`src/rtl/connect4_pkg.sv`:
```
// Shared Connect4 definitions: board geometry, game status codes and the
// column input controller state encoding.
package connect4_pkg;

   localparam int NUM_COLS     = 4;
   localparam int NUM_ROWS     = 4;
   localparam int TOP_ROW_BASE = 12;

   localparam logic [1:0] ST_PLAYING = 2'b00;

   typedef enum logic [1:0] {
      IDLE     = 2'd0,
      ISSUE    = 2'd1,
      WAIT_ACK = 2'd2
   } ctrl_state_e;

   function automatic logic [3:0] col_onehot(input logic [1:0] col);
      col_onehot      = '0;
      col_onehot[col] = 1'b1;
   endfunction

endpackage

```
`src/rtl/column_input_controller_button_debouncer.sv`:
```
// Raw pushbutton conditioning: 2-FF synchronizer, stability counter and a
// registered one-cycle pulse on each rising edge of the debounced level.
module button_debouncer #(
   parameter int unsigned DEBOUNCE_CYCLES = 16
) (
   input  logic clk,
   input  logic reset,
   input  logic btn,
   output logic rise
);

   localparam int unsigned CW = $clog2(DEBOUNCE_CYCLES + 1);

   logic          sync1;
   logic          sync2;
   logic          level;
   logic          level_q;
   logic [CW-1:0] cnt;

   always_ff @(posedge clk or negedge reset) begin
      if (!reset) begin
         sync1   <= 1'b0;
         sync2   <= 1'b0;
         level   <= 1'b0;
         level_q <= 1'b0;
         rise    <= 1'b0;
         cnt     <= '0;
      end else begin
         sync1   <= btn;
         sync2   <= sync1;
         level_q <= level;
         rise    <= level & ~level_q;
         // Any sample agreeing with the current level restarts the count.
         if (sync2 == level) begin
            cnt <= '0;
         end else if (cnt == CW'(DEBOUNCE_CYCLES - 1)) begin
            level <= sync2;
            cnt   <= '0;
         end else begin
            cnt <= cnt + 1'b1;
         end
      end
   end

endmodule

```
`src/rtl/column_input_controller.sv`:
```
// Connect4 column-select front end: debounced cursor/drop buttons to a
// single registered move strobe, with gameboard-change acknowledge.
module column_input_controller
   import connect4_pkg::*;
#(
   parameter int unsigned DEBOUNCE_CYCLES = 16,
   parameter int unsigned ACK_TIMEOUT     = 64,
   parameter int unsigned NUM_COLS        = 4
) (
   input  logic        clk,
   input  logic        reset,
   input  logic        btn_left,
   input  logic        btn_right,
   input  logic        btn_drop,
   input  logic [15:0] in_gameboard,
   input  logic [1:0]  in_game_status,
   output logic [3:0]  out_column,
   output logic        out_enable,
   output logic [3:0]  cursor_leds,
   output logic        busy,
   output logic        ack_error
);

   localparam int unsigned CUR_W = $clog2(NUM_COLS);
   localparam int unsigned TW    = $clog2(ACK_TIMEOUT + 1);

   ctrl_state_e         state, state_n;
   logic [CUR_W-1:0]    cursor, cursor_n;
   logic [TW-1:0]       ack_cnt, ack_cnt_n;
   logic [15:0]         snapshot;
   logic [NUM_COLS-1:0] top_row;
   logic                left_p, right_p, drop_p;
   logic                col_full;
   logic                issue;
   logic                timeout;

   button_debouncer #(.DEBOUNCE_CYCLES(DEBOUNCE_CYCLES)) u_db_left (
      .clk   (clk),
      .reset (reset),
      .btn   (btn_left),
      .rise  (left_p)
   );

   button_debouncer #(.DEBOUNCE_CYCLES(DEBOUNCE_CYCLES)) u_db_right (
      .clk   (clk),
      .reset (reset),
      .btn   (btn_right),
      .rise  (right_p)
   );

   button_debouncer #(.DEBOUNCE_CYCLES(DEBOUNCE_CYCLES)) u_db_drop (
      .clk   (clk),
      .reset (reset),
      .btn   (btn_drop),
      .rise  (drop_p)
   );

   assign top_row  = in_gameboard[TOP_ROW_BASE +: NUM_COLS];
   assign col_full = top_row[cursor];
   assign busy     = (state == ISSUE) || (state == WAIT_ACK);

   always_comb begin
      state_n   = state;
      cursor_n  = cursor;
      ack_cnt_n = ack_cnt;
      issue     = 1'b0;
      timeout   = 1'b0;
      case (state)
         IDLE: begin
            ack_cnt_n = '0;
            // A drop pulse always suppresses cursor movement, legal or not.
            if (drop_p) begin
               if (!col_full && (in_game_status == ST_PLAYING)) begin
                  state_n = ISSUE;
                  issue   = 1'b1;
               end
            end else if (left_p && !right_p) begin
               cursor_n = (cursor == '0) ? CUR_W'(NUM_COLS - 1) : cursor - 1'b1;
            end else if (right_p && !left_p) begin
               cursor_n = (cursor == CUR_W'(NUM_COLS - 1)) ? '0 : cursor + 1'b1;
            end
         end
         ISSUE: begin
            state_n   = WAIT_ACK;
            ack_cnt_n = '0;
         end
         WAIT_ACK: begin
            if (in_gameboard != snapshot) begin
               state_n   = IDLE;
               ack_cnt_n = '0;
            end else if (ack_cnt == TW'(ACK_TIMEOUT - 1)) begin
               state_n   = IDLE;
               ack_cnt_n = '0;
               timeout   = 1'b1;
            end else begin
               ack_cnt_n = ack_cnt + 1'b1;
            end
         end
         default: state_n = IDLE;
      endcase
   end

   always_ff @(posedge clk or negedge reset) begin
      if (!reset) begin
         state       <= IDLE;
         cursor      <= '0;
         ack_cnt     <= '0;
         snapshot    <= '0;
         out_column  <= '0;
         out_enable  <= 1'b0;
         cursor_leds <= 4'b0001;
         ack_error   <= 1'b0;
      end else begin
         state       <= state_n;
         cursor      <= cursor_n;
         ack_cnt     <= ack_cnt_n;
         out_enable  <= issue;
         cursor_leds <= col_onehot(2'(cursor));
         ack_error   <= ack_error | timeout;
         if (issue) begin
            out_column <= 4'(cursor);
         end
         // The strobe is visible during ISSUE; the board is captured as it leaves.
         if (state == ISSUE) begin
            snapshot <= in_gameboard;
         end
      end
   end

endmodule

```
`config.mk`:
```
export PLATFORM = sky130hd
export DESIGN_NAME = column_input_controller
export DESIGN_NICKNAME = d
export VERILOG_FILES = /design/src/rtl/connect4_pkg.sv /design/src/rtl/column_input_controller_button_debouncer.sv /design/src/rtl/column_input_controller.sv
export SDC_FILE = /design/constraint.sdc
export NUM_CORES = 1
export LEC_CHECK = 0
export ABC_CLOCK_PERIOD_IN_PS = 1650
export CORE_ASPECT_RATIO = 0.75
export CORE_MARGIN = 8
export CORE_UTILIZATION = 50
export DETAILED_ROUTE_END_ITERATION = 12
export PLACE_DENSITY = 0.79
export RECOVER_POWER = 50
export SKIP_CTS_REPAIR_TIMING = 1
export SLEW_MARGIN = 25
export SYNTH_ARGS = -nofsm -noshare
export SYNTH_HDL_FRONTEND = slang
export SYNTH_HIERARCHICAL = 1
export SYNTH_SLANG_ARGS = --single-unit
```
`constraint.sdc`:
```
create_clock -name clk -period 1.65 [get_ports clk]
set_input_delay 0.165 -clock clk [delete_from_list [all_inputs] [get_ports clk]]
set_output_delay 0.165 -clock clk [all_outputs]
set_load 0.01 [all_outputs]
```
==> results of run 1 <==
[final timing paths]
path                                  from                 to  slack [ns]  cells after the start
max                              cursor[0]           state[1]       -0.20                      5
min in group asynchronous            reset        snapshot[5]        0.42                      2
min reg2reg                u_db_drop/sync1    u_db_drop/sync2        0.35                      0
min                        u_db_drop/sync1    u_db_drop/sync2        0.35                      0
max in group asynchronous            reset  u_db_right/cnt[1]        0.25                      3
max reg2reg                      cursor[0]           state[1]       -0.20                      5
[state kept, by name, indices dropped and copies added (netlist names), 2 cells and up]
name and cells:
snapshot 16, ack_cnt 7, u_db_drop/cnt 5, u_db_left/cnt 5, u_db_right/cnt 5, cursor_leds 4, cursor 2, out_column 2
state 2
[report_power, final]
group          switching, mW  total, mW  leakage (nW)  internal [mW]
clock network          0.569       1.57         0.118           1.00
registers             0.0242       1.66         0.873           1.63
logic                 0.0998      0.207         0.811          0.107
total                  0.693       3.44          1.80           2.74
[metal layers]
layer  track usage (%)  vias up  share of wire (%)
met5                 0        -                  0
met4             4.818        0                1.2
met3             5.251        9                5.2
met2             23.18       46                 50
met1             15.38      886                 43
li1                  -      898                  -
[per-stage QoR]
| stage | utilization (%) | instance area (µm²) | TNS [ns] |
|---|---|---|---|
| 6_report | 65.30 | 3706 | -0.4627 |
| 5_1_grt | 65.30 | 3706 | -0.8674 |
| 4_1_cts | 64.29 | 3649 | -1.614 |
| 3_5_place_dp | 60.14 | 3413 | -3.984 |
| 3_3_place_gp | 60.14 | 3413 | -3.378 |
| 2_1_floorplan | - | 2883 | -0.4411 |
[cells in the mapped netlist (4+ instances only)]
library cell	instances	area [µm²]
a21oi_1	5	25.02
nand2_1	13	48.80
dfrtp_1	64	1602
nor3_1	4	20.02
xnor2_1	8	70.07
inv_1	13	48.80
nor2b_1	5	31.28
xor2_1	16	140.1
mux2_1	4	45.04
nor2_1	10	37.54
ha_1	14	175.2
o21ai_0	7	35.03
mux2_2	16	180.2
nand3_1	8	40.04
[cells in the final DEF (no fill, tap or decap), types with 2 or more instances in the layout]
master / count
a21oi_1: 4
a31oi_1: 2
and2_1: 3
and3_1: 3
buf_4: 16
bufinv_16: 3
clkbuf_1: 3
clkbuf_8: 9
clkdlybuf4s50_1: 26
conb_1: 2
dfrtp_1: 64
dlygate4sd3_1: 4
ha_1: 14
inv_1: 13
mux2_1: 3
mux2_2: 14
mux2_4: 3
nand2_1: 13
nand2b_1: 2
nand3_1: 7
nand3_2: 3
nor2_1: 10
nor2_2: 3
nor2b_1: 5
nor3_1: 4
o21ai_0: 3
o21ai_1: 3
o21ai_2: 4
xnor2_1: 8
xor2_1: 16
[critical path, stage by stage (launching register included)]
cell and delay [ns]:
dfrtp_1 0.37, mux4_2 0.54, nor4b_4 0.24, inv_2 0.09, a32oi_2 0.18, mux2_4 0.32
[cells by family after synthesis]
group	Yosys count
AO/OA/AOI/OAI	25
other	1
flip-flops	65
adder cells (fa/ha/maj)	14
buffers and inverters	20
multiplexers	21
XOR/XNOR	24
AND/OR/NAND/NOR	63
[layout make-up]
class | count | area, µm² | area share (%)
multi-input cells | 149 | 1212 | 32.71
well taps | 78 | 97.59 | 2.633
flip-flops and latches | 65 | 1628 | 43.92
repair buffers | 52 | 480.5 | 12.96
inverters | 14 | 52.55 | 1.418
clock buffers | 11 | 131.4 | 3.545
clock inverters | 5 | 103.9 | 2.802
==> metrics.yaml, run 1 <==
place:
  port_buffers: 31
  detailed_place_hpwl_mm: 3.798
  place_ws_ns: -0.4952
  dp_cells: 355
  place_congestion: 0.7890
clock_tree:
  clock_latency_ns: 0.34
  cts_max_path_buffers: 2
  cts_tree: "yes"
  cts-buffers-inserted: 9
  clock-root-buffer: "clkbuf_8"
  cts.htree.levels: 3
  cts.sinks: 65
  clk_pin_slew_ns: 0.07
worst_setup_path:
  arrival_ns: 2.07
  critPathKind: "reg -> reg"
  cp-end-kind: "flop"
  cp_data_required_time_ns: 1.87
  cp-start-kind: "flop"
  worst-path-max-fanout: 3
cells_and_area:
  fin_nets: 328
  area_growth_syn_to_layout_pct: 28.95
  antenna_cells: 0
  instances_no_fill: 374
  drive_gt1_share_pct: 24.66
  n_fill_cell: 427
yosys:
  yosys_most_used_dff: "dfrtp_1"
  synthXorXnorAreaFrac_pct: 7.314
  synth_top_family_by_area: "simple AND/OR/NAND/NOR gates"
  synthMuxAreaShare_pct: 8.620
  seq_area_frac_synth_pct: 56.64
  yosysUniqueCellTypes: 45
  synthAdderAreaFrac_pct: 6.095
  synthSimpleGateAreaFrac_pct: 12.32
  async_reset_ff_share_pct: 100.0
  syn_area_um2: 2874
  synth-edff-count: 0
  synth_compound_area_share_pct: 5.964
  syn_inst: 233
  yosys_warnings: 6
  ys_ff_latch: 65
  synth_area_per_cell_um2: 12.33
floorplan:
  die_h_um: 81.66
  start_util_pct: 50.64
  die_area_um2: 8455
  ios: 34
  die_width_um: 103.5
  core_um2: 5675
  row_count: 24
run_status:
  violations: "setup timing"
  status: "complete, but fails checks"
worst_hold_path:
  worstHoldPathType: "reg -> reg"
grt:
  grt_overflow_total: 0
  grt_max_degree: 32
  grt_use_total_pct: 13.51
  grt_pass1_wl_mm: 8.928
  antenna_found_initial: 0
  grt_pass1_vias: 1964
detailed_routing:
  drc: 0
  drt_iter0_drc: 55
  totalWireLength_mm: 5.255
  avgRoutedWirePerCell_um: 14.05
  dr_total_vias: 1839
  viasPerCell: 4.917
  dr.pass1.iters: 4
  antenna_left: 0
timing:
  fmax_mhz: 540.3
  fin_hold_ws_ns: 0.3477
  fin_worst_skew_ns: 0.01003
  hold_viol: 0
  slew_viol_final: 0
  finalCriticalPeriod_ns: 1.851
  worstMarginPinSlew_ns: 0.7661
  setup_viol: 3
  rsz0062_at_grt: "true"
  slew_headroom_pct: 48.93
  min_period_over_period_pct: 112.2
  fin_ws_ns: -0.2007
pwr:
  p_leak_nw: 1.801
  peakVddDrop_mv: 0.6963
  power.density_nw_per_um2: 927.5
  power_mw: 3.437
run:
  drv_cap: 0
Power figures use the tool's default switching activity.
==> inputs of run 2 (changes only) <==
Settings changed: TNS_END_PERCENT from default to 5.
==> run 2 against run 1 <==
- the run still ends with setup timing left
- register-to-register slack hardly changed
- design area down 1.6%
- wire length shrank 5.8%
- critical path depth did not move
- global-route usage fell by 0.36 points
- clock skew down 0.0040 ns
- non-clock buffer count decreased by 1
- core utilization fell by 1.0 points
- clock power fell by 16%
- fmax fell by 0.11%
- hold slack improved by 0.0032 ns
- largest cell class unchanged
==> metrics.yaml, run 2 (synthesized netlist as in run 1, its figures left out) <==
worst_setup_path:
  cp_data_required_time_ns: 1.87  # about the same
  rrSetupSlack_ns: -0.20  # about the same
  reg2reg_depth: 5  # unchanged
  worstPathCellList: "mux4_2, nor4b_4, inv_2, a32oi_2, mux2_4"
  cp-end-kind: "flop"
  cp-start-kind: "flop"
  crit_path_top_delay_cell: "mux4_2"
  critPathMaxStageDelay_ns: 0.53  # about the same
  arrival_ns: 2.08  # about the same
  worst-path-max-fanout: 3  # unchanged
  path_buf_inv: 1  # unchanged
  critical_path.top_delay_family: "multiplexers"
  r2r-start: "cursor[0]"
  r2r-end: "state[1]"
  critPathKind: "reg -> reg"
floorplan:
  die_area_um2: 8455  # unchanged
  row_count: 24  # unchanged
  start_util_pct: 50.64  # unchanged
  ios: 34  # unchanged
  die_width_um: 103.5  # unchanged
  core_um2: 5675  # unchanged
  die_h_um: 81.66  # unchanged
timing:
  tns_ns: -0.5493  # -0.08661 ns
  slew_headroom_pct: 44.19  # -4.7 points
  finalCriticalPeriod_ns: 1.853  # +0.002056 ns
  slew_viol_final: 0  # unchanged
  fin_ws_ns: -0.2028  # -0.002056 ns
  fin_worst_skew_ns: 0.006048  # -0.003984 ns
  fmax_mhz: 539.7  # -0.11%
  rsz0062_at_grt: "true"
  worstMarginPinSlew_ns: 0.8371  # +0.07108 ns
  min_period_over_period_pct: 112.3  # +0.12 points
  hold_viol: 0  # unchanged
  fin_hold_ws_ns: 0.3509  # +0.003171 ns
  setup_viol: 3  # unchanged
place:
  place_area_um2: 3405  # -0.26%
  detailed_place_hpwl_mm: 3.626  # -4.5%
  place_ws_ns: -0.4468  # +0.04843 ns
  place_congestion: 0.7897  # about the same
  port_buffers: 31  # unchanged
cells_and_area:
  multiInputGateArea_um2: 1210  # -0.21%
  area_growth_syn_to_layout_pct: 26.95
  mostFrequentLayoutCell: "dfrtp_1"
  fin_nets: 327  # -0.30%
  post-route-cell-area_um2: 3649  # -1.6%
  antenna_cells: 0  # unchanged
  seqCellArea_um2: 1628  # unchanged
  largest-register: "snapshot"
  reg_top3: "snapshot: 16 flops, ack_cnt: 7 flops"
  n_fill_cell: 442  # +3.5%
  drive_gt1_share_pct: 25.08  # +0.42 points
  layout_common_cells: "dfrtp_1, clkdlybuf4s50_1, buf_4"
  largest_reg_flops: 16  # unchanged
detailed_routing:
  totalWireLength_mm: 4.951  # -5.8%
  antenna_left: 0  # unchanged
  drc: 0  # unchanged
  dr.pass1.iters: 4  # unchanged
  avgRoutedWirePerCell_um: 13.27  # -5.5%
  viasPerCell: 4.906  # -0.22%
  dr_total_vias: 1830  # -0.49%
  drt_iter0_drc: 62  # +13%
clock_tree:
  cts_tree: "yes"
  cts_max_path_buffers: 2  # unchanged
  cts.htree.levels: 3  # unchanged
  clk_pin_slew_ns: 0.07  # about the same
  cts-buffers-inserted: 9  # unchanged
  clock_latency_ns: 0.34  # about the same
  clock-root-buffer: "clkbuf_8"
  cts.sinks: 65  # unchanged
grt:
  grt_use_total_pct: 13.15  # -0.36 points
  grt_pass1_vias: 1856  # -5.5%
  grt_max_degree: 66  # +110%
  grt_overflow_total: 0  # unchanged
  antenna_found_initial: 0  # unchanged
  grt_pass1_wl_mm: 8.728  # -2.2%
run_status:
  status: "complete, but fails checks"
  violations: "setup timing"
worst_hold_path:
  worstHoldPathType: "reg -> reg"
  min_path_cells: 0  # unchanged
  hp-start: "u_db_left/sync1"
  min_to: "u_db_left/sync2"
pwr:
  power_mw: 3.178  # -7.6%
  peakVddDrop_mv: 0.7151  # +2.7%
  power.density_nw_per_um2: 870.9  # -6.1%
  p_leak_nw: 1.778  # -1.3%
run:
  drv_cap: 0  # unchanged
## run 2: through the flow
stage / util, % / instances
4_1_cts: 63.45 / 372
6_report: 64.29 / 373
3_5_place_dp: 59.99 / 356
3_3_place_gp: 59.99 / 356
5_1_grt: 64.29 / 373
2_1_floorplan: - / 234
## run 2: final cells by class
cell class / count / area share, %
Sequential cell: 65 / 44.62
Multi-Input combinational cell: 149 / 33.16
Timing Repair Buffer: 51 / 12.72
Clock buffer: 11 / 3.875
Tap cell: 78 / 2.675
Clock inverter: 5 / 1.509
Inverter: 14 / 1.440
## run 2: worst max-delay path by stage
stage	endpoint	cells past startpoint	from
finish	state[1]	5	cursor[0]
global route	state[1]	5	cursor[0]
CTS	state[1]	5	cursor[0]
detailed placement	ack_cnt[3]	8	in_gameboard[15]
global placement	state[1]	6	in_gameboard[15]
floorplan	state[1]	5	cursor[0]
## run 2: layer usage
metal	track usage, %	vias up	wire [µm]
li1	-	903	-
met1	15.43	882	2261
met2	20.95	35	2331
met3	5.329	10	250
met4	6.569	0	108
met5	0	-	0
## run 2: where the power goes
| group | internal [mW] | switching, mW | total (mW) |
|---|---|---|---|
| registers | 1.63 | 0.0243 | 1.66 |
| logic | 0.107 | 0.0981 | 0.205 |
| clock network | 0.733 | 0.583 | 1.32 |
| total | 2.47 | 0.705 | 3.18 |
==> edit: new RTL, flow settings as in run 2 <==
`ACK_TIMEOUT`: 64 -> 128.
--- a/src/rtl/column_input_controller.sv
+++ b/src/rtl/column_input_controller.sv
@@ -5,5 +5,5 @@
 #(
    parameter int unsigned DEBOUNCE_CYCLES = 16,
-   parameter int unsigned ACK_TIMEOUT     = 64,
+   parameter int unsigned ACK_TIMEOUT     = 128,
    parameter int unsigned NUM_COLS        = 4
 ) (
Behaviour: no difference found for any inputs over 10 cycles, from zero or initial values and one cycle with reset low; that may be too few to reach the edited logic, so the function may still have changed.
==> edit against run 2 <==
  * The run still ends with setup timing left
  * Critical path type unchanged
  * First-iteration DRC count fell by 40%
  * Worst setup slack got worse by 0.089 ns
  * Maximum frequency fell by 4.6%
  * Global-route usage rose by 0.21 points
  * Via count fell by 0.11%
  * Cell area rose by 2.9%
  * Largest power group unchanged
  * Worst hold slack barely moved
  * Synthesized area rose by 1.7%
  * Total power rose by 4.0%
  * Sequential cell count rose by 1
  * Routed wire length rose by 3.4%
==> edit: results (changes against run 2) <==
| Metric | Value |
|---|---|
| Nonclk buf count | 59 (was 51) |
| Layout fillers | 457 (was 442) |
| Max stage delay on crit path | 0.39 ns (was 0.53 ns) |
| Slowest CP cell | or3b_4 (was mux4_2) |
| WL per Instance | 13.61 um (was 13.27 um) |
| Metal2 WL | 2.556 mm (was 2.331 mm) |
| Leakage | 1.801 nW (was 1.778 nW) |
| Largest net degree at the start of global routing | 37 (was 66) |
| Synth unique cells | 43 (was 45) |
| GRT Util Overall | 13.36% (was 13.15%) |
| Violated checks | setup timing (unchanged) |
| Number of iterations in the first detailed-routing pass | 3 (was 4) |
| Grt met3 use | 5.581% (was 5.329%) |
| Status | complete, but fails checks (unchanged) |
| Regs by FF count | snapshot (16), ack_cnt (8) (was snapshot (16), ack_cnt (7)) |
| Via count | 1828 (was 1830) |
| Clock skew | 0.005607 ns (was 0.006048 ns) |
| Setup violations, final | 9 (was 3) |
| Xor and xnor area share after synthesis | 8.994% (was 7.314%) |
| M2 GR Usage | 23.73% (was 20.95%) |
| Synth top area cells | dfrtp_1 56%, mux2_2 6.9%, ha_1 6.0%, xor2_1 4.8%, xnor2_1 4.2% (was dfrtp_1 56%, mux2_2 6.3%, ha_1 6.1%, xor2_1 4.9%, xnor2_1 2.4%) |
| Vias in the first global route | 1972 (was 1856) |
| Worst Path Arrival | 2.16 ns (was 2.08 ns) |
| Synthesized-area fraction occupied by adder cells | 5.996% (was 6.095%) |
| Post-Syn Area per Cell | 12.70 um^2 (was 12.33 um^2) |
| Seq_cells | 66 (was 65) |
| Max VDD drop | 0.5676 mV (was 0.7151 mV) |
| Met1 Use GR | 13.80% (was 15.43%) |
| Fraction of area in registers | 44.02% (was 44.62%) |
| Area after DPL | 3520 um^2 (was 3405 um^2) |
| Met1 WL | 2.186 mm (was 2.261 mm) |
| Hpwl dp | 3.869 mm (was 3.626 mm) |
| Fraction of area in multi-input gates | 32.79% (was 33.16%) |
| Top delay family on crit path | simple AND/OR/NAND/NOR gates (was multiplexers) |
| Commonest cells in the netlist | 65 x dfrtp_1, 18 x mux2_2, 16 x xor2_1 (was 64 x dfrtp_1, 16 x mux2_2, 16 x xor2_1) |
| Fin nets | 332 (was 327) |
| First-pass GRT wire length | 8.942 mm (was 8.728 mm) |
| Buffering overhead | 14.10% (was 12.72%) |
| 1st-iter DRT viols | 37 (was 62) |
| ClkCell Share | 5.498% (was 5.384%) |
| Register area share after synthesis | 56.57% (was 56.64%) |
| Dpl cells | 360 (was 356) |
| Number of non-clock inverters | 10 (was 14) |
| Final Wtd Congestion | 0.7964 (was 0.7897) |
| Area of the multi-input gates | 1231 um^2 (was 1210 um^2) |
| Portion of netlist area occupied by mux cells | 9.251% (was 8.620%) |
| Setup slack after layout | -0.2919 ns (was -0.2028 ns) |
| Placement Setup Slack | -0.6088 ns (was -0.4468 ns) |
==> edit: worst paths after layout <==
| check | cells after the start | slack (ns) | end | start |
|---|---|---|---|---|
| max | 6 | -0.29 | state[1] | ack_cnt[0] |
| min | 0 | 0.35 | u_db_drop/sync2 | u_db_drop/sync1 |
| max reg2reg | 6 | -0.29 | state[1] | ack_cnt[0] |
| min reg2reg | 0 | 0.35 | u_db_drop/sync2 | u_db_drop/sync1 |
| max in group asynchronous | 3 | 0.17 | u_db_right/cnt[4] | reset |
| min in group asynchronous | 2 | 0.43 | snapshot[8] | reset |
==> edit: report_power, final <==
group	internal [mW]	switching (mW)
logic	0.107	0.0952
clock network	0.873	0.548
registers	1.66	0.0246
==> edit: cell families after synthesis <==
group,count (synthesis)
flops,66
xor+xnor,30
buf+inv,16
other cells,1
fa+ha+maj,14
simple gates,64
mux,23
compound gates,16
